### src/rtl/fir_ctrl_mc_if.sv
// Handshake and datapath-control bundle for the multi-channel FIR controller.
// master = controller side, slave = source/sink/datapath side.
interface fir_ctrl_mc_if #(
    parameter int AW = 7,
    parameter int CW = 1
);
    logic          in_valid;
    logic          in_ready;
    logic          out_ready;
    logic          out_valid;
    logic [CW-1:0] out_ch;
    logic          dp_rst;
    logic          shift_enb;
    logic [CW-1:0] ch_sel;
    logic [AW-1:0] tap_addr;
    logic          acc_clr;
    logic          mac_enb;
    logic          last_tap;
    logic          busy;

    modport master (
        input  in_valid, out_ready,
        output in_ready, out_valid, out_ch, dp_rst, shift_enb,
        output ch_sel, tap_addr, acc_clr, mac_enb, last_tap, busy
    );

    modport slave (
        output in_valid, out_ready,
        input  in_ready, out_valid, out_ch, dp_rst, shift_enb,
        input  ch_sel, tap_addr, acc_clr, mac_enb, last_tap, busy
    );
endinterface

### src/rtl/fir_ctrl_mc.sv
// Multi-channel sequencer for a time-multiplexed single-MAC FIR datapath.
// Owns the tap counter and the round-robin channel pointer.
module fir_ctrl_mc #(
    parameter int TAPS     = 100,
    parameter int CHANNELS = 1,
    parameter int AW       = 7,
    parameter int CW       = 1
) (
    input  logic          clk,
    input  logic          cu_rst,
    fir_ctrl_mc_if.master bus
);
    typedef enum logic [1:0] {
        S_RESET,
        S_IDLE,
        S_CALC,
        S_DONE
    } state_t;

    localparam logic [AW-1:0] TAP_LAST = AW'(TAPS - 1);
    localparam logic [CW-1:0] CH_LAST  = CW'(CHANNELS - 1);

    state_t        state_q, state_d;
    logic [AW-1:0] tap_q, tap_d;
    logic [CW-1:0] ch_q, ch_d;

    always_ff @(posedge clk or posedge cu_rst) begin
        if (cu_rst) begin
            state_q <= S_RESET;
            tap_q   <= '0;
            ch_q    <= '0;
        end else begin
            state_q <= state_d;
            tap_q   <= tap_d;
            ch_q    <= ch_d;
        end
    end

    always_comb begin
        state_d       = state_q;
        tap_d         = tap_q;
        ch_d          = ch_q;
        bus.dp_rst    = 1'b0;
        bus.acc_clr   = 1'b0;
        bus.in_ready  = 1'b0;
        bus.shift_enb = 1'b0;
        bus.mac_enb   = 1'b0;
        bus.last_tap  = 1'b0;
        bus.out_valid = 1'b0;
        bus.busy      = 1'b0;
        unique case (state_q)
            S_RESET: begin
                bus.dp_rst  = 1'b1;
                bus.acc_clr = 1'b1;
                tap_d       = '0;
                state_d     = S_IDLE;
            end
            S_IDLE: begin
                bus.in_ready = 1'b1;
                bus.acc_clr  = 1'b1;
                if (bus.in_valid) begin
                    bus.shift_enb = 1'b1;
                    tap_d         = '0;
                    state_d       = S_CALC;
                end
            end
            S_CALC: begin
                bus.mac_enb = 1'b1;
                bus.busy    = 1'b1;
                if (tap_q == TAP_LAST) begin
                    bus.last_tap = 1'b1;
                    tap_d        = '0;
                    state_d      = S_DONE;
                end else begin
                    tap_d = tap_q + AW'(1);
                end
            end
            S_DONE: begin
                bus.out_valid = 1'b1;
                bus.busy      = 1'b1;
                if (bus.out_ready) begin
                    state_d = S_IDLE;
                    // explicit wrap so non-power-of-two channel counts work
                    ch_d = (ch_q == CH_LAST) ? '0 : ch_q + CW'(1);
                end
            end
            default: state_d = S_RESET;
        endcase
    end

    assign bus.tap_addr = tap_q;
    assign bus.ch_sel   = ch_q;
    assign bus.out_ch   = ch_q;
endmodule

### src/flat_wrapper.sv
// flat-port wrapper written by rule: the top's interface ports become plain ports
module fir_ctrl_mc_flat 
#(
    parameter int TAPS     = 100,
    parameter int CHANNELS = 1,
    parameter int AW       = 7,
    parameter int CW       = 1
)
  (clk, cu_rst, bus_in_valid, bus_out_ready, bus_in_ready, bus_out_valid, bus_out_ch, bus_dp_rst, bus_shift_enb, bus_ch_sel, bus_tap_addr, bus_acc_clr, bus_mac_enb, bus_last_tap, bus_busy);
  fir_ctrl_mc_if #(.AW(AW), .CW(CW)) bus_i ();
  input  logic clk;
  input  logic cu_rst;
  input wire logic [$bits(bus_i.in_valid)-1:0] bus_in_valid;
  input wire logic [$bits(bus_i.out_ready)-1:0] bus_out_ready;
  output wire logic [$bits(bus_i.in_ready)-1:0] bus_in_ready;
  output wire logic [$bits(bus_i.out_valid)-1:0] bus_out_valid;
  output wire logic [$bits(bus_i.out_ch)-1:0] bus_out_ch;
  output wire logic [$bits(bus_i.dp_rst)-1:0] bus_dp_rst;
  output wire logic [$bits(bus_i.shift_enb)-1:0] bus_shift_enb;
  output wire logic [$bits(bus_i.ch_sel)-1:0] bus_ch_sel;
  output wire logic [$bits(bus_i.tap_addr)-1:0] bus_tap_addr;
  output wire logic [$bits(bus_i.acc_clr)-1:0] bus_acc_clr;
  output wire logic [$bits(bus_i.mac_enb)-1:0] bus_mac_enb;
  output wire logic [$bits(bus_i.last_tap)-1:0] bus_last_tap;
  output wire logic [$bits(bus_i.busy)-1:0] bus_busy;
  assign bus_i.in_valid = bus_in_valid;
  assign bus_i.out_ready = bus_out_ready;
  assign bus_in_ready = bus_i.in_ready;
  assign bus_out_valid = bus_i.out_valid;
  assign bus_out_ch = bus_i.out_ch;
  assign bus_dp_rst = bus_i.dp_rst;
  assign bus_shift_enb = bus_i.shift_enb;
  assign bus_ch_sel = bus_i.ch_sel;
  assign bus_tap_addr = bus_i.tap_addr;
  assign bus_acc_clr = bus_i.acc_clr;
  assign bus_mac_enb = bus_i.mac_enb;
  assign bus_last_tap = bus_i.last_tap;
  assign bus_busy = bus_i.busy;
  fir_ctrl_mc #(.TAPS(TAPS), .CHANNELS(CHANNELS), .AW(AW), .CW(CW)) u_core (.clk(clk), .cu_rst(cu_rst), .bus(bus_i));
endmodule
### config.mk
export PLATFORM = sky130hd
export DESIGN_NAME = fir_ctrl_mc_flat
export DESIGN_NICKNAME = d
export VERILOG_FILES = /design/src/rtl/fir_ctrl_mc_if.sv /design/src/rtl/fir_ctrl_mc.sv /design/src/flat_wrapper.sv
export SDC_FILE = /design/constraint.sdc
export NUM_CORES = 1
export LEC_CHECK = 0
export BUFFER_PORTS_ARGS = -buffer_cell sky130_fd_sc_hd__buf_2
export CAP_MARGIN = 20
export CORE_MARGIN = 4
export CORE_UTILIZATION = 43
export DETAILED_ROUTE_END_ITERATION = 7
export MAX_ROUTING_LAYER = met4
export PLACE_DENSITY = 0.84
export SYNTH_ARGS = -nofsm -noshare
export SYNTH_HDL_FRONTEND = slang
export SYNTH_SLANG_ARGS = --single-unit
### constraint.sdc
create_clock -name clk -period 1.6 [get_ports clk]
set_input_delay 0.16 -clock clk [delete_from_list [all_inputs] [get_ports clk]]
set_output_delay 0.16 -clock clk [all_outputs]
set_load 0.05 [all_outputs]
==> results of run 1 <==
## Yosys cell counts
cell,number
sky130_fd_sc_hd__and2b_1,1
sky130_fd_sc_hd__and2_1,4
sky130_fd_sc_hd__o31ai_1,2
sky130_fd_sc_hd__inv_1,3
sky130_fd_sc_hd__nor2b_1,1
sky130_fd_sc_hd__nor4_1,1
sky130_fd_sc_hd__nand2b_4,1
sky130_fd_sc_hd__nand2_1,6
sky130_fd_sc_hd__mux2i_1,1
sky130_fd_sc_hd__mux2_4,1
sky130_fd_sc_hd__nor2_1,3
sky130_fd_sc_hd__or2_2,3
sky130_fd_sc_hd__nor3_1,2
sky130_fd_sc_hd__ha_1,6
sky130_fd_sc_hd__buf_4,2
sky130_fd_sc_hd__or2b_1,1
sky130_fd_sc_hd__nand3_2,1
sky130_fd_sc_hd__nand2b_1,2
sky130_fd_sc_hd__dfrtp_1,9
sky130_fd_sc_hd__nand3_1,2
sky130_fd_sc_hd__a22o_1,2
sky130_fd_sc_hd__o21ai_0,8
sky130_fd_sc_hd__conb_1,1
sky130_fd_sc_hd__o41ai_4,1
## power by group through the flow
stage / clock [mW] / combinational (mW) / sequential, mW
after CTS: 0.186 / 1.19 / 0.333
after global placement: 0 / 1.06 / 0.347
after floorplan: 0 / 0.832 / 0.404
after detailed placement: 0 / 1.07 / 0.349
final: 0.175 / 1.31 / 0.345
after global routing: 0.195 / 1.40 / 0.354
## final cells by class
| cell class | instances | area share (%) |
|---|---|---|
| multi-input cells | 51 | 46.6 |
| flip-flops and latches | 9 | 24.0 |
| repair buffers | 30 | 23.4 |
| clock buffers | 4 | 2.68 |
| well taps | 15 | 1.92 |
| inverters | 3 | 1.40 |
## cells by family after synthesis
group / synth area share [%]
flip-flops: 36.5
buffers and inverters: 4.26
multiplexers: 4.06
AND/OR/NAND/NOR: 26.2
other: 0.608
adder cells (fa/ha/maj): 12.2
AO/OA/AOI/OAI: 16.2
## through the flow
stage | area (um2) | util (%) | std cells | hold WS, ns
after global routing | 980 | 73.5 | 112 | 0.373
after global placement | 786 | 58.9 | 99 | 0.134
after floorplan | 669 | - | 65 | -0.0125
after detailed placement | 786 | 58.9 | 99 | 0.148
after CTS | 873 | 65.5 | 107 | 0.344
final | 980 | 73.5 | 112 | 0.339
## final timing paths
| path | startpoint | endpoint | slack [ns] | cells after the start |
|---|---|---|---|---|
| min | bus_out_ready | u_core.state_q[0] | 0.34 | 4 |
| min reg2reg | u_core.bus.tap_addr[6] | u_core.bus.tap_addr[6] | 0.55 | 1 |
| max in group asynchronous | cu_rst | u_core.state_q[1] | 0.92 | 3 |
| min in group asynchronous | cu_rst | u_core.bus.tap_addr[4] | 0.40 | 3 |
| max | u_core.bus.tap_addr[0] | u_core.state_q[1] | 0.03 | 5 |
| max reg2reg | u_core.bus.tap_addr[0] | u_core.state_q[1] | 0.03 | 5 |
## flip-flops by register name, summed over array words and instances (netlist names)
signal               cells
u_core.state_q           2
u_core.bus.tap_addr      7
## worst max-delay path: cells and delay by family, from the launching register on
family	cells	cell delay (ns)
AOI/OAI and AO/OA	1	0.36
and+or+nand+nor	2	0.24
adders and majority gates	1	0.15
muxes	1	0.32
DFF	1	0.39
## repair_timing
action,CTS,global route
pin swaps,0,3
endpoints found under the hold margin,9,0
hold buffers,1,0
endpoints found under the setup margin,4,8
buffers inserted,3,5
gates resized for setup,9,17
## routing by layer
metal	global-route usage [%]	vias to the layer above	share of wire, %
met4	3.41	0	0.50
met2	29.4	26	54
li1	-	281	-
met1	16.2	266	36
met3	7.11	2	9.2
met5	-	-	0
==> flow_metrics.env, run 1 <==
export IMPL_run_status="finished clean"
export IMPL_timing_fmax_ghz=0.636
export IMPL_dr_first_iter_drc_count=13
export IMPL_fp_dieW_um=45.9
export IMPL_route_detailed_wl_per_inst_um=14.4
export IMPL_remaining_antenna_violation_count_after_routing=0
export IMPL_finalNetCount=108
export IMPL_hpwlAfterDp_um=1020
export IMPL_drive_above_1_share_pct=60.8
export IMPL_totalNegativeSetupSlack_ns=0
export IMPL_multi_input_area_um2=457
export IMPL_cts_root_cell="sky130_fd_sc_hd__clkbuf_4"
export IMPL_post_drt_via_cell_ratio=5.13
export IMPL_port_buffers=18
export IMPL_diodes=0
export IMPL_start_util_pct=46.2
export IMPL_unrepaired_setup_endpoints_after_global_routing="yes"
export IMPL_fillerInstances=103
export IMPL_seq_power_share_pct=18.9
export IMPL_finalPower_mw=1.83
export IMPL_cts_clk_slew_worst_paths_ns=0.06
export IMPL_core_area_mm2=0.00133
export IMPL_worstHoldPathType="in -> reg"
export IMPL_timing_critical_path_from_type="flop"
export IMPL_switching_share_of_total_power_pct=51.3
export IMPL_postSynthAreaPerCell_um2=9.64
export IMPL_critical_path_cell_by_cell="ha_4 > nand2b_4 > o41ai_4 > nand3_2 > mux2_4"
export IMPL_power_per_cell_area_mw_per_mm2=1870
export IMPL_netlist_top_cells_area="sky130_fd_sc_hd__dfrtp_1, sky130_fd_sc_hd__ha_1, sky130_fd_sc_hd__o21ai_0, sky130_fd_sc_hd__o41ai_4, sky130_fd_sc_hd__and2_1"
export IMPL_regArea_um2=235
export IMPL_timing_critical_path_required_ns=1.74
export IMPL_antenna_found_initial=0
export IMPL_final_max_slew_viol_count=0
export IMPL_share_of_power_burned_in_combinational_logic_pct=71.5
export IMPL_final_period_utilization_pct=98.3
export IMPL_via_count_of_the_first_global_routing_pass=526
export IMPL_startpoint_to_endpoint_class_of_the_critical_path="reg -> reg"
export IMPL_grt_pass1_wl_um=2330
export IMPL_cts_max_path_buffers=2
export IMPL_cts_sinks=9
export IMPL_timing_critical_path_arrival_ns=1.72
export IMPL_placement_rows=13
export IMPL_seq_area_frac_synth_pct=36.5
export IMPL_first_pass_iters=4
export IMPL_dp_slack_ns=0.000919
export IMPL_hold_viol_final=0
export IMPL_die_h_um=45.9
export IMPL_synth_top_cell_by_area="sky130_fd_sc_hd__dfrtp_1"
export IMPL_p_switching_mw=0.938
export IMPL_routabilityCongestion=0.862
export IMPL_yosys_cell_types_count=24
export IMPL_cts_buffers_inserted=3
export IMPL_fin_worst_skew_ns=0.00129
export IMPL_global_route_usage_total_pct=16.4
export IMPL_grt_overflow_total=0
export IMPL_syn_to_final_growth_pct=58.8
export IMPL_detailed_route_drc_error_count=0
export IMPL_final_cell_mix="sky130_fd_sc_hd__buf_2, sky130_fd_sc_hd__buf_4, sky130_fd_sc_hd__dfrtp_2"
export IMPL_netlist_instances=64
export IMPL_irDropWorstVdd_v=0.00125
export IMPL_routed_wl_um=1610
export IMPL_crit_slowest_cell="sky130_fd_sc_hd__dfrtp_2"
export IMPL_vias=575
export IMPL_cts_tree="done"
export IMPL_htree_levels=1
export IMPL_power_internal_mw=0.890
export IMPL_yosys_register_bits=9
export IMPL_netlist_area_um2=617
export IMPL_clkLatencyLatePin_ns=0.26
export IMPL_cp_max_fo=6
export IMPL_min_period_ns=1.57
export IMPL_layout_commonest_cell="sky130_fd_sc_hd__buf_2"
export IMPL_grt_max_degree=10
export IMPL_fp_dieArea_mm2=0.00210
export IMPL_synth_warnings=0
export IMPL_total_leakage_power_nw=0.450
export IMPL_share_clk_of_total_power_pct=9.6
export IMPL_max_cap_violations=0
export IMPL_setup_viol=0
export IMPL_layout_setup_ws_ns=0.0272
export IMPL_timing_critical_path_to_type="flop"
export IMPL_num_io_pins=21
export IMPL_critPathMaxStageDelay_ns=0.39
export IMPL_synth_largest_type_area_fraction_pct=36.5
(Power assumes the default switching activity.)
==> run 2: changes to the inputs <==
Settings changed: PLACE_DENSITY 0.84 to 0.73.
==> run 2 against run 1 <==
  * Count of clock-buffer cells in the layout stayed put
  * Sequential cell count unchanged
  * Non-clock buffer count shrank 3
  * Clock power barely moved
  * Clock skew shrank 0.00071 ns
  * Sequential share of layout area grew 1.8 points
  * Largest cell class unchanged
==> flow_metrics.env, run 2 (synthesis gave the netlist of run 1 again) <==
export IMPL_max_cap_violations=0
export IMPL_start_util_pct=46.2
export IMPL_globalRouteMet1Util_pct=15.9
export IMPL_final_non_filler_cells=109
export IMPL_fin_worst_skew_ns=0.000585
export IMPL_timing_fmax_ghz=0.641
export IMPL_finalNetCount=105
export IMPL_gr_max_usage_layer="met2"
export IMPL_power_per_cell_area_mw_per_mm2=1940
export IMPL_worstHoldPathType="in -> reg"
export IMPL_detailed_route_drc_error_count=0
export IMPL_timing_critical_path_to_type="primary output"
export IMPL_drive_above_1_share_pct=56.4
export IMPL_setup_viol=0
export IMPL_remaining_antenna_violation_count_after_routing=0
export IMPL_htree_levels=1
export IMPL_timing_critical_path_required_ns=1.44
export IMPL_placed_cells=99
export IMPL_clkLatencyLatePin_ns=0.27
export IMPL_finalPower_mw=1.76
export IMPL_via_count_of_the_first_global_routing_pass=523
export IMPL_core_area_mm2=0.00133
export IMPL_critical_path_cell_by_cell="buf_6 > nor4_2 > and2_4 > buf_8"
export IMPL_vias=558
export IMPL_routabilityCongestion=0.804
export IMPL_num_io_pins=21
export IMPL_placement_rows=13
export IMPL_irDropWorstVdd_v=0.00124
export IMPL_use_met3_pct=7.11
export IMPL_critPathMaxStageDelay_ns=0.42
export IMPL_fillerInstances=108
export IMPL_cts_buffers_inserted=3
export IMPL_syn_to_final_growth_pct=47.5
export IMPL_antenna_found_initial=0
export IMPL_crit_slowest_cell="sky130_fd_sc_hd__dfrtp_1"
export IMPL_cp_max_fo=5
export IMPL_unrepaired_setup_endpoints_after_global_routing="yes"
export IMPL_first_pass_iters=4
export IMPL_cts_root_cell="sky130_fd_sc_hd__clkbuf_4"
export IMPL_fp_dieW_um=45.9
export IMPL_cts_sinks=9
export IMPL_largest_register_ff_count=7
export IMPL_route_detailed_wl_per_inst_um=13.3
export IMPL_hpwlAfterDp_um=1060
export IMPL_met2_grt_util_pct=25.8
export IMPL_routed_wl_um=1450
export IMPL_global_route_usage_total_pct=15.7
export IMPL_post_drt_via_cell_ratio=5.12
export IMPL_diodes=0
export IMPL_startpoint_to_endpoint_class_of_the_critical_path="reg -> out"
export IMPL_min_period_ns=1.56
export IMPL_grt_overflow_total=0
export IMPL_cts_tree="done"
export IMPL_port_buffers=18
export IMPL_cts_clk_slew_worst_paths_ns=0.06
export IMPL_hold_viol_final=0
export IMPL_final_period_utilization_pct=97.5
export IMPL_final_cell_mix="sky130_fd_sc_hd__buf_2, sky130_fd_sc_hd__o21ai_0, sky130_fd_sc_hd__dfrtp_2"
export IMPL_total_leakage_power_nw=0.427
export IMPL_run_status="finished clean"
export IMPL_cts_max_path_buffers=2
export IMPL_die_h_um=45.9
export IMPL_final_max_slew_viol_count=0
export IMPL_grt_pass1_wl_um=2190
export IMPL_timing_critical_path_arrival_ns=1.40
export IMPL_fp_dieArea_mm2=0.00210
export IMPL_dr_first_iter_drc_count=5
export IMPL_layout_commonest_cell="sky130_fd_sc_hd__buf_2"
export IMPL_grt_max_degree=10
export IMPL_timing_critical_path_from_type="flop"
[run 2: area by class of cell]
class / count / area [um2] / share of cell area [%]
Tap cell: 15 / 18.8 / 2.06
Multi-Input combinational cell: 51 / 428 / 47.0
Timing Repair Buffer: 27 / 190 / 20.9
Sequential cell: 9 / 235 / 25.9
Inverter: 3 / 11.3 / 1.24
Clock buffer: 4 / 26.3 / 2.89
[run 2: stage by stage]
step           setup TNS (ns)  hold slack (ns)  setup slack, ns  instance area, um2  util [%]
2_1_floorplan         -0.0724          -0.0125          -0.0593                 669         -
3_3_place_gp                0            0.137           0.0496                 786      58.9
3_5_place_dp                0            0.139           0.0270                 786      58.9
4_1_cts                     0            0.343           0.0114                 873      65.5
5_1_grt               -0.0591            0.346          -0.0254                 910      68.2
6_report                    0            0.334           0.0403                 910      68.2
[run 2: per-layer routing]
metal  routed length, um  up-vias
met3                 106        5
met2                 761       18
met4                  21        0
li1                    -      279
met5                   0        -
met1                 557      256
[run 2: worst max-delay path, delay by kind of cell, from the launching register on]
kind	cells	cell delay (ns)
simple gates	2	0.43
flops	1	0.42
buf+inv	2	0.29
[run 2: final timing paths]
| kind | slack, ns | cells past startpoint | to | start |
|---|---|---|---|---|
| setup / recovery | 0.04 | 4 | bus_last_tap | u_core.bus.tap_addr[4] |
| hold / removal | 0.33 | 4 | u_core.state_q[0] | bus_out_ready |
| setup reg to reg | 0.06 | 6 | u_core.bus.tap_addr[4] | u_core.state_q[0] |
| hold reg to reg | 0.54 | 1 | u_core.bus.tap_addr[6] | u_core.bus.tap_addr[6] |
| max in group asynchronous | 0.92 | 3 | u_core.bus.tap_addr[5] | cu_rst |
| min in group asynchronous | 0.40 | 3 | u_core.bus.tap_addr[1] | cu_rst |
[run 2: timing repair]
action | CTS | global route
endpoints found under the hold margin | 9 | 0
endpoints found under the setup margin | 3 | 8
setup buffers | 3 | 2
gates resized for setup | 10 | 6
pin swaps | 0 | 4
hold buffers | 1 | 0
[run 2: power breakdown]
part	internal, mW	switching (mW)
Combinational	0.480	0.771
Clock	0.0961	0.0793
Sequential	0.282	0.0525
Total	0.857	0.903
